## src/rtl/i2c_als_pkg.sv

```systemverilog
// Shared types and constants for the ambient-light-sensor I2C responder model.
package i2c_als_pkg;

    typedef enum logic [3:0] {
        StIdle,
        StAddr,
        StAddrAck,
        StPtr,
        StPtrAck,
        StWrData,
        StWrAck,
        StRdData,
        StRdAck
    } als_state_e;

    localparam logic [7:0] CTRL_REG         = 8'h00;
    localparam logic [6:0] DEV_ADDR_DEFAULT = 7'h39;

endpackage

```

## src/rtl/i2c_als_if.sv

```systemverilog
// I2C target-side bus lines: sampled SCL/SDA in, open-drain SDA pull-down out.
interface i2c_als_if;

    logic scl_in;
    logic sda_in;
    logic sda_oe;

    modport master (output scl_in, output sda_in, input sda_oe);
    modport slave  (input scl_in, input sda_in, output sda_oe);

endinterface

```

## src/rtl/i2c_bus_cond.sv

```systemverilog
// Synchronises SCL/SDA, optionally majority-filters them (I2C_ALS_GLITCH_FILTER_EN),
// and produces SCL edge and START/STOP strobes.
module i2c_bus_cond #(
    parameter int unsigned SYNC_STAGES = 2
) (
    input  logic clk,
    input  logic rst_n,
    input  logic scl_in,
    input  logic sda_in,
    output logic sda,
    output logic scl_rise,
    output logic scl_fall,
    output logic start_det,
    output logic stop_det
);

    logic [SYNC_STAGES-1:0] scl_sync_q, sda_sync_q;
    logic scl_s, sda_s;
    logic scl, scl_prev_q, sda_prev_q;

    // Reset to the idle-bus level so leaving reset never looks like an edge.
    always_ff @(posedge clk) begin
        if (!rst_n) begin
            scl_sync_q <= '1;
            sda_sync_q <= '1;
        end else begin
            scl_sync_q <= {scl_sync_q[SYNC_STAGES-2:0], scl_in};
            sda_sync_q <= {sda_sync_q[SYNC_STAGES-2:0], sda_in};
        end
    end

    assign scl_s = scl_sync_q[SYNC_STAGES-1];
    assign sda_s = sda_sync_q[SYNC_STAGES-1];

`ifdef I2C_ALS_GLITCH_FILTER_EN
    logic [1:0] scl_hist_q, sda_hist_q;
    logic       scl_filt_q, sda_filt_q;

    function automatic logic maj3(logic a, logic b, logic c);
        return (a & b) | (a & c) | (b & c);
    endfunction

    always_ff @(posedge clk) begin
        if (!rst_n) begin
            scl_hist_q <= '1;
            sda_hist_q <= '1;
            scl_filt_q <= 1'b1;
            sda_filt_q <= 1'b1;
        end else begin
            scl_hist_q <= {scl_hist_q[0], scl_s};
            sda_hist_q <= {sda_hist_q[0], sda_s};
            scl_filt_q <= maj3(scl_s, scl_hist_q[0], scl_hist_q[1]);
            sda_filt_q <= maj3(sda_s, sda_hist_q[0], sda_hist_q[1]);
        end
    end

    assign scl = scl_filt_q;
    assign sda = sda_filt_q;
`else
    assign scl = scl_s;
    assign sda = sda_s;
`endif

    always_ff @(posedge clk) begin
        if (!rst_n) begin
            scl_prev_q <= 1'b1;
            sda_prev_q <= 1'b1;
        end else begin
            scl_prev_q <= scl;
            sda_prev_q <= sda;
        end
    end

    assign scl_rise  = scl & ~scl_prev_q;
    assign scl_fall  = ~scl & scl_prev_q;
    assign start_det = scl & scl_prev_q & sda_prev_q & ~sda;
    assign stop_det  = scl & scl_prev_q & ~sda_prev_q & sda;

endmodule

```

## src/rtl/i2c_als_responder.sv

```systemverilog
// I2C target emulating the ALS sensor: CTRL register plus a coherent CCT shadow (MSB/LSB).
// Optional input glitch filter: define I2C_ALS_GLITCH_FILTER_EN.
module i2c_als_responder
    import i2c_als_pkg::*;
#(
    parameter logic [6:0]  DEV_ADDR    = DEV_ADDR_DEFAULT,
    parameter logic [7:0]  CCT_MSB_REG = 8'h04,
    parameter int unsigned SYNC_STAGES = 2
) (
    input  logic        clk,
    input  logic        rst_n,
    i2c_als_if.slave    bus,
    input  logic [15:0] cct_in,
    input  logic        cct_load,
    output logic [7:0]  ctrl_out,
    output logic        busy
);

    logic sda, scl_rise, scl_fall, start_det, stop_det;

    i2c_bus_cond #(
        .SYNC_STAGES(SYNC_STAGES)
    ) u_bus_cond (
        .clk      (clk),
        .rst_n    (rst_n),
        .scl_in   (bus.scl_in),
        .sda_in   (bus.sda_in),
        .sda      (sda),
        .scl_rise (scl_rise),
        .scl_fall (scl_fall),
        .start_det(start_det),
        .stop_det (stop_det)
    );

    als_state_e  state_q, state_d;
    logic [3:0]  cnt_q, cnt_d;
    logic [7:0]  shift_q, shift_d;
    logic [7:0]  ptr_q, ptr_d;
    logic [7:0]  ctrl_q, ctrl_d;
    logic        rw_q, rw_d;
    logic        sda_oe_q, sda_oe_d;
    logic        busy_q;
    logic [15:0] shadow_q, pend_q;
    logic        pend_v_q;
    logic [7:0]  rd_data;

    always_comb begin
        rd_data = 8'h00;
        if (ptr_q == CTRL_REG) begin
            rd_data = ctrl_q;
        end else if (ptr_q == CCT_MSB_REG) begin
            rd_data = shadow_q[15:8];
        end else if (ptr_q == CCT_MSB_REG + 8'd1) begin
            rd_data = shadow_q[7:0];
        end
    end

    always_comb begin
        state_d  = state_q;
        cnt_d    = cnt_q;
        shift_d  = shift_q;
        ptr_d    = ptr_q;
        ctrl_d   = ctrl_q;
        rw_d     = rw_q;
        sda_oe_d = sda_oe_q;

        if (stop_det) begin
            state_d  = StIdle;
            sda_oe_d = 1'b0;
        end else if (start_det) begin
            state_d  = StAddr;
            cnt_d    = 4'd0;
            sda_oe_d = 1'b0;
        end else begin
            case (state_q)
                StIdle: ;
                StAddr: begin
                    if (scl_rise) begin
                        shift_d = {shift_q[6:0], sda};
                        cnt_d   = cnt_q + 4'd1;
                        if (cnt_q == 4'd7) begin
                            cnt_d = 4'd0;
                            if (shift_q[6:0] == DEV_ADDR) begin
                                rw_d    = sda;
                                state_d = StAddrAck;
                            end else begin
                                state_d = StIdle;
                            end
                        end
                    end
                end
                // First fall after the byte pulls SDA low, the next one ends the ACK.
                StAddrAck: begin
                    if (scl_fall) begin
                        if (!sda_oe_q) begin
                            sda_oe_d = 1'b1;
                        end else if (rw_q) begin
                            state_d  = StRdData;
                            shift_d  = rd_data;
                            sda_oe_d = ~rd_data[7];
                            cnt_d    = 4'd0;
                        end else begin
                            state_d  = StPtr;
                            sda_oe_d = 1'b0;
                            cnt_d    = 4'd0;
                        end
                    end
                end
                StPtr: begin
                    if (scl_rise) begin
                        shift_d = {shift_q[6:0], sda};
                        cnt_d   = cnt_q + 4'd1;
                        if (cnt_q == 4'd7) begin
                            ptr_d   = {shift_q[6:0], sda};
                            cnt_d   = 4'd0;
                            state_d = StPtrAck;
                        end
                    end
                end
                StPtrAck, StWrAck: begin
                    if (scl_fall) begin
                        if (!sda_oe_q) begin
                            sda_oe_d = 1'b1;
                        end else begin
                            sda_oe_d = 1'b0;
                            cnt_d    = 4'd0;
                            state_d  = StWrData;
                        end
                    end
                end
                StWrData: begin
                    if (scl_rise) begin
                        shift_d = {shift_q[6:0], sda};
                        cnt_d   = cnt_q + 4'd1;
                        if (cnt_q == 4'd7) begin
                            if (ptr_q == CTRL_REG) begin
                                ctrl_d = {shift_q[6:0], sda};
                            end
                            ptr_d   = ptr_q + 8'd1;
                            cnt_d   = 4'd0;
                            state_d = StWrAck;
                        end
                    end
                end
                // cnt counts SCL rises; the fall after the 8th rise hands SDA to the master.
                StRdData: begin
                    if (scl_rise) begin
                        cnt_d = cnt_q + 4'd1;
                    end else if (scl_fall) begin
                        if (cnt_q == 4'd8) begin
                            sda_oe_d = 1'b0;
                            state_d  = StRdAck;
                        end else begin
                            shift_d  = {shift_q[6:0], 1'b0};
                            sda_oe_d = ~shift_q[6];
                        end
                    end
                end
                StRdAck: begin
                    if (scl_rise) begin
                        if (sda) begin
                            state_d = StIdle;
                        end else begin
                            ptr_d = ptr_q + 8'd1;
                        end
                    end else if (scl_fall) begin
                        state_d  = StRdData;
                        shift_d  = rd_data;
                        sda_oe_d = ~rd_data[7];
                        cnt_d    = 4'd0;
                    end
                end
                default: state_d = StIdle;
            endcase
        end
    end

    always_ff @(posedge clk) begin
        if (!rst_n) begin
            state_q  <= StIdle;
            cnt_q    <= 4'd0;
            shift_q  <= 8'h00;
            ptr_q    <= 8'h00;
            ctrl_q   <= 8'h00;
            rw_q     <= 1'b0;
            sda_oe_q <= 1'b0;
            busy_q   <= 1'b0;
            shadow_q <= 16'h0000;
            pend_q   <= 16'h0000;
            pend_v_q <= 1'b0;
        end else begin
            state_q  <= state_d;
            cnt_q    <= cnt_d;
            shift_q  <= shift_d;
            ptr_q    <= ptr_d;
            ctrl_q   <= ctrl_d;
            rw_q     <= rw_d;
            sda_oe_q <= sda_oe_d;
            busy_q   <= start_det | (busy_q & ~stop_det);
            // Loads during a transfer park in pend_q and land on the first idle clk.
            if (busy_q) begin
                if (cct_load) begin
                    pend_q   <= cct_in;
                    pend_v_q <= 1'b1;
                end
            end else begin
                pend_v_q <= 1'b0;
                if (cct_load) begin
                    shadow_q <= cct_in;
                end else if (pend_v_q) begin
                    shadow_q <= pend_q;
                end
            end
        end
    end

    assign bus.sda_oe = sda_oe_q;
    assign ctrl_out   = ctrl_q;
    assign busy       = busy_q;

endmodule

```

## src/flat_wrapper.sv

```systemverilog
// flat-port wrapper written by rule: the top's interface ports become plain ports
module i2c_als_responder_flat import i2c_als_pkg::*;
#(
    parameter logic [6:0]  DEV_ADDR    = DEV_ADDR_DEFAULT,
    parameter logic [7:0]  CCT_MSB_REG = 8'h04,
    parameter int unsigned SYNC_STAGES = 2
)
  (clk, rst_n, cct_in, cct_load, ctrl_out, busy, bus_scl_in, bus_sda_in, bus_sda_oe);
  i2c_als_if bus_i ();
  input  logic clk;
  input  logic rst_n;
  input  logic [15:0] cct_in;
  input  logic cct_load;
  output logic [7:0] ctrl_out;
  output logic busy;
  input wire logic [$bits(bus_i.scl_in)-1:0] bus_scl_in;
  input wire logic [$bits(bus_i.sda_in)-1:0] bus_sda_in;
  output wire logic [$bits(bus_i.sda_oe)-1:0] bus_sda_oe;
  assign bus_i.scl_in = bus_scl_in;
  assign bus_i.sda_in = bus_sda_in;
  assign bus_sda_oe = bus_i.sda_oe;
  i2c_als_responder #(.DEV_ADDR(DEV_ADDR), .CCT_MSB_REG(CCT_MSB_REG), .SYNC_STAGES(SYNC_STAGES)) u_core (.clk(clk), .rst_n(rst_n), .bus(bus_i), .cct_in(cct_in), .cct_load(cct_load), .ctrl_out(ctrl_out), .busy(busy));
endmodule
```

## config.mk

```make
export PLATFORM = sky130hd
export DESIGN_NAME = i2c_als_responder_flat
export DESIGN_NICKNAME = d
export VERILOG_FILES = /design/src/rtl/i2c_als_pkg.sv /design/src/rtl/i2c_als_if.sv /design/src/rtl/i2c_bus_cond.sv /design/src/rtl/i2c_als_responder.sv /design/src/flat_wrapper.sv
export SDC_FILE = /design/constraint.sdc
export NUM_CORES = 1
export LEC_CHECK = 0
export CORE_ASPECT_RATIO = 0.75
export CORE_MARGIN = 5
export CORE_UTILIZATION = 45
export CTS_CLUSTER_SIZE = 10
export DETAILED_ROUTE_END_ITERATION = 7
export PLACE_DENSITY = 0.68
export SLEW_MARGIN = 40
export SYNTH_ARGS = -nofsm -noshare
export SYNTH_HDL_FRONTEND = slang
export SYNTH_SLANG_ARGS = --single-unit
```

## constraint.sdc

```tcl
create_clock -name clk -period 5 [get_ports clk]
set_input_delay 1 -clock clk [delete_from_list [all_inputs] [get_ports clk]]
set_output_delay 1 -clock clk [all_outputs]
set_load 0.01 [all_outputs]
```

==> run summary <==
status -> finished, final reports clean
wire length of the first global-routing pass -> 16680 um
Die H -> 92.92 um
number of diodes -> 0
Hold Path Class -> flip-flop to flip-flop
setup_tns -> 0 ps
Antenna Nets Post-Route -> 0
starting density of the core -> 45.79%
Min Hold Slack -> 420.2 ps
Crit Path Max Fanout -> 17
CTS Buffer Depth -> 2
Worst-Margin Slew -> 722.1 ps
Synth cell types -> 63
GPL Wtd Cong -> 0.8752
Filler cells -> 865
P per Cell Area -> 367.5 nW/um2
worst slew slack as a fraction of its limit -> 51.80%
vias in the first global route -> 3375
RSZ-0062 raised after global routing -> no
Residual DRC -> 0
CP Capture Type -> flip-flop
post-synth design cell area -> 4125 um2
Cell Chain, Critical Path -> inv_1 > ha_1 > nor2b_1 > and3_1 > nand3_1 > mux2i_1 > nor2b_1
placed insts -> 617
PostCTS Resize Cnt -> 0
Iter 0 DRT Violations -> 393
CP top delay family -> simple AND/OR/NAND/NOR gates
H-tree depth -> 3
Ports -> 31
Non-Filler Instances -> 633
IO Port Bufs -> 30
Sink Count -> 73
Avg Vias per Cell -> 5.810
Post-CTS Setup Bufs -> 0
Power, Total -> 1.751 mW
Seq. cell area -> 1463 um2
R2R Path End -> u_core.ctrl_out[6]
die area -> 11200 um2
drt wl/cell -> 15.69 um
Period minus WS final -> 2780 ps
final core utilization -> 52.90%
# hold bufs at CTS -> 0
Post-DP Area -> 4432 um2
Worst R2R Start -> u_core.ptr_q[0]
Fin. Hold Viols -> 0
total track usage -> 18.57%
max incr delay on CP -> 620 ps
Crit. path cell count -> 7
Buf+Inv Stages, Crit Path -> 1
detailed placement HPWL -> 6833 um
CTS tree -> done
core area -> 9009 um2
Clock Pin Slew Worst Setup and Hold Paths -> 60 ps
CTS Buf Count -> 9
# rows -> 30
First-pass DRT Iterations -> 5
via count -> 3678
most used cell along the critical path -> nor2b_1
critical path launch point type -> flip-flop
sequential element share of the synthesized area -> 35.43%
flops & latches, synth -> 73
main flop type after synthesis -> dfxtp_1
commonest non-fill, non-tap cells in the layout -> nand2_1 (103), dfxtp_1 (72), clkdlybuf4s50_1 (29), nor2_1 (28), mux2i_1 (27)
Place WS -> 2186 ps
final setup margin -> 2220 ps
# setup viols final -> 0
post-route clock period utilization -> 55.60%
dominant cells by area after synthesis -> dfxtp_1 (35%), nand2_1 (9.4%), mux2i_1 (6.6%), o211a_1 (6.3%), a21boi_0 (4.0%)
nets@finish -> 545
Fmax achieved -> 359.7 MHz
capture point of the worst path -> u_core.ctrl_out[6]
Yosys top cell by area -> dfxtp_1
Root Buffer -> clkbuf_16
CP Class -> flip-flop to flip-flop
CP required -> 5220 ps
largest net degree at the start of global routing -> 72
Post-synth EDFFs -> 0
commonest non-fill, non-tap cell in the layout -> nand2_1
Worst Setup SP -> u_core.ptr_q[0]
FF-to-FF setup slack -> 2220 ps
share of Yosys cell area claimed by the top area cell type -> 35.43%
Max Cap Violations -> 0
Worst VDD drop -> 0.2201 mV
layout cells sized above 1 -> 6.718%
antenna violations before repair -> 0
Setup Skew -> 4.775 ps
area grow syn2layout -> 15.53%
slowest cell on the critical path -> nor2b_1
WL final -> 9934 um
synth warn -> 0
Syn Inst Count -> 505
final slew viol count -> 0
chip width -> 120.6 um
Avg Inst Size Synth -> 8.169 um2
share of flip-flops with an asynchronous set or reset -> 0%
grt ovf -> 0
Multi-input gate area -> 2466 um2
fin area -> 4766 um2
FF-to-FF path depth -> 7
Critical Path AT -> 3000 ps
Lkg Pwr -> 2.007 nW
Mapped Nets -> 534
Clk Latency, worst-skew pair -> 330 ps
flip-flops by register name, indices dropped and copies added (netlist names), 2 cells and up:
register	count
u_core.ctrl_out	8
u_core.shift_q	7
u_core.ptr_q	8
u_core.u_bus_cond.sda_sync_q	2
u_core.pend_q	16
u_core.shadow_q	16
u_core.u_bus_cond.scl_sync_q	2
u_core.cnt_q	4
u_core.state_q	4
worst min-delay path by stage:
stage / start / to / slack (ps) / depth (start not counted)
after floorplan: u_core.u_bus_cond.scl_sync_q[0] / u_core.u_bus_cond.scl_sync_q[1] / 390 / 1
after global placement: u_core.u_bus_cond.sda_sync_q[0] / u_core.u_bus_cond.sda_sync_q[1] / 390 / 1
after detailed placement: u_core.u_bus_cond.sda_sync_q[0] / u_core.u_bus_cond.sda_sync_q[1] / 410 / 1
after CTS: u_core.u_bus_cond.sda_sync_q[0] / u_core.u_bus_cond.sda_sync_q[1] / 430 / 1
after global routing: u_core.u_bus_cond.sda_sync_q[0] / u_core.u_bus_cond.sda_sync_q[1] / 450 / 1
final: u_core.u_bus_cond.sda_sync_q[0] / u_core.u_bus_cond.sda_sync_q[1] / 420 / 1
power by group:
part / switching [mW] / internal, mW
registers: 0.0643 / 0.620
clock network: 0.240 / 0.462
logic: 0.210 / 0.154
total: 0.515 / 1.24
kinds of logic after synthesis:
group                      Yosys count  synth area share (%)
AOI/OAI and AO/OA                  136                 24.90
xor gates and xnor gates             1                0.2124
adders and majority gates            8                 2.427
buffers and inverters               45                 5.035
DFF                                 73                 35.43
muxes                               28                 6.824
and+or+nand+nor                    214                 25.17
cell usage after synthesis, types with 2 or more instances:
cell type / number
nand2_1: 103
dfxtp_1: 73
nor2_1: 29
mux2i_1: 27
o211a_1: 26
a21boi_0: 22
o21ai_0: 22
clkbuf_1: 21
nor2b_1: 17
nand2b_1: 16
nand3_1: 13
a21oi_1: 12
inv_1: 11
o211ai_1: 10
a22oi_1: 8
ha_1: 8
buf_2: 7
a211oi_1: 6
o22ai_1: 4
buf_6: 3
nand3b_1: 3
nor3_1: 3
o21ai_1: 3
o31ai_1: 3
or3_1: 3
or4_1: 3
a21o_1: 2
a31oi_1: 2
and2_1: 2
and3_1: 2
and3b_1: 2
buf_4: 2
nand4_1: 2
nand4b_1: 2
nor3b_1: 2
nor4_1: 2
o31a_1: 2
o41ai_1: 2
worst reg2reg max path: stages, from the launching register on:
cell and delay (ps):
dfxtp_1 360, inv_1 100, ha_1 460, nor2b_1 630, and3_1 250, nand3_1 420
mux2i_1 370, nor2b_1 80
layer usage:
| metal | global-route usage, % | vias to the layer above | part of all wire (%) |
|---|---|---|---|
| li1 | - | 1819 | - |
| met1 | 26.91 | 1742 | 50 |
| met2 | 26.64 | 103 | 43 |
| met3 | 5.617 | 14 | 6.0 |
| met4 | 4.811 | 0 | 1.0 |
| met5 | 0 | - | 0 |
area by class of cell:
type / instances / share of cell area (%)
tap: 112 / 2.940
sequential: 73 / 30.69
multi-input combinational: 387 / 51.75
timing repair buffer: 34 / 6.826
clock buffer: 11 / 5.303
inverter: 11 / 0.8664
clock inverter: 5 / 1.628
No activity file was read; power rests on OpenSTA's default activity.
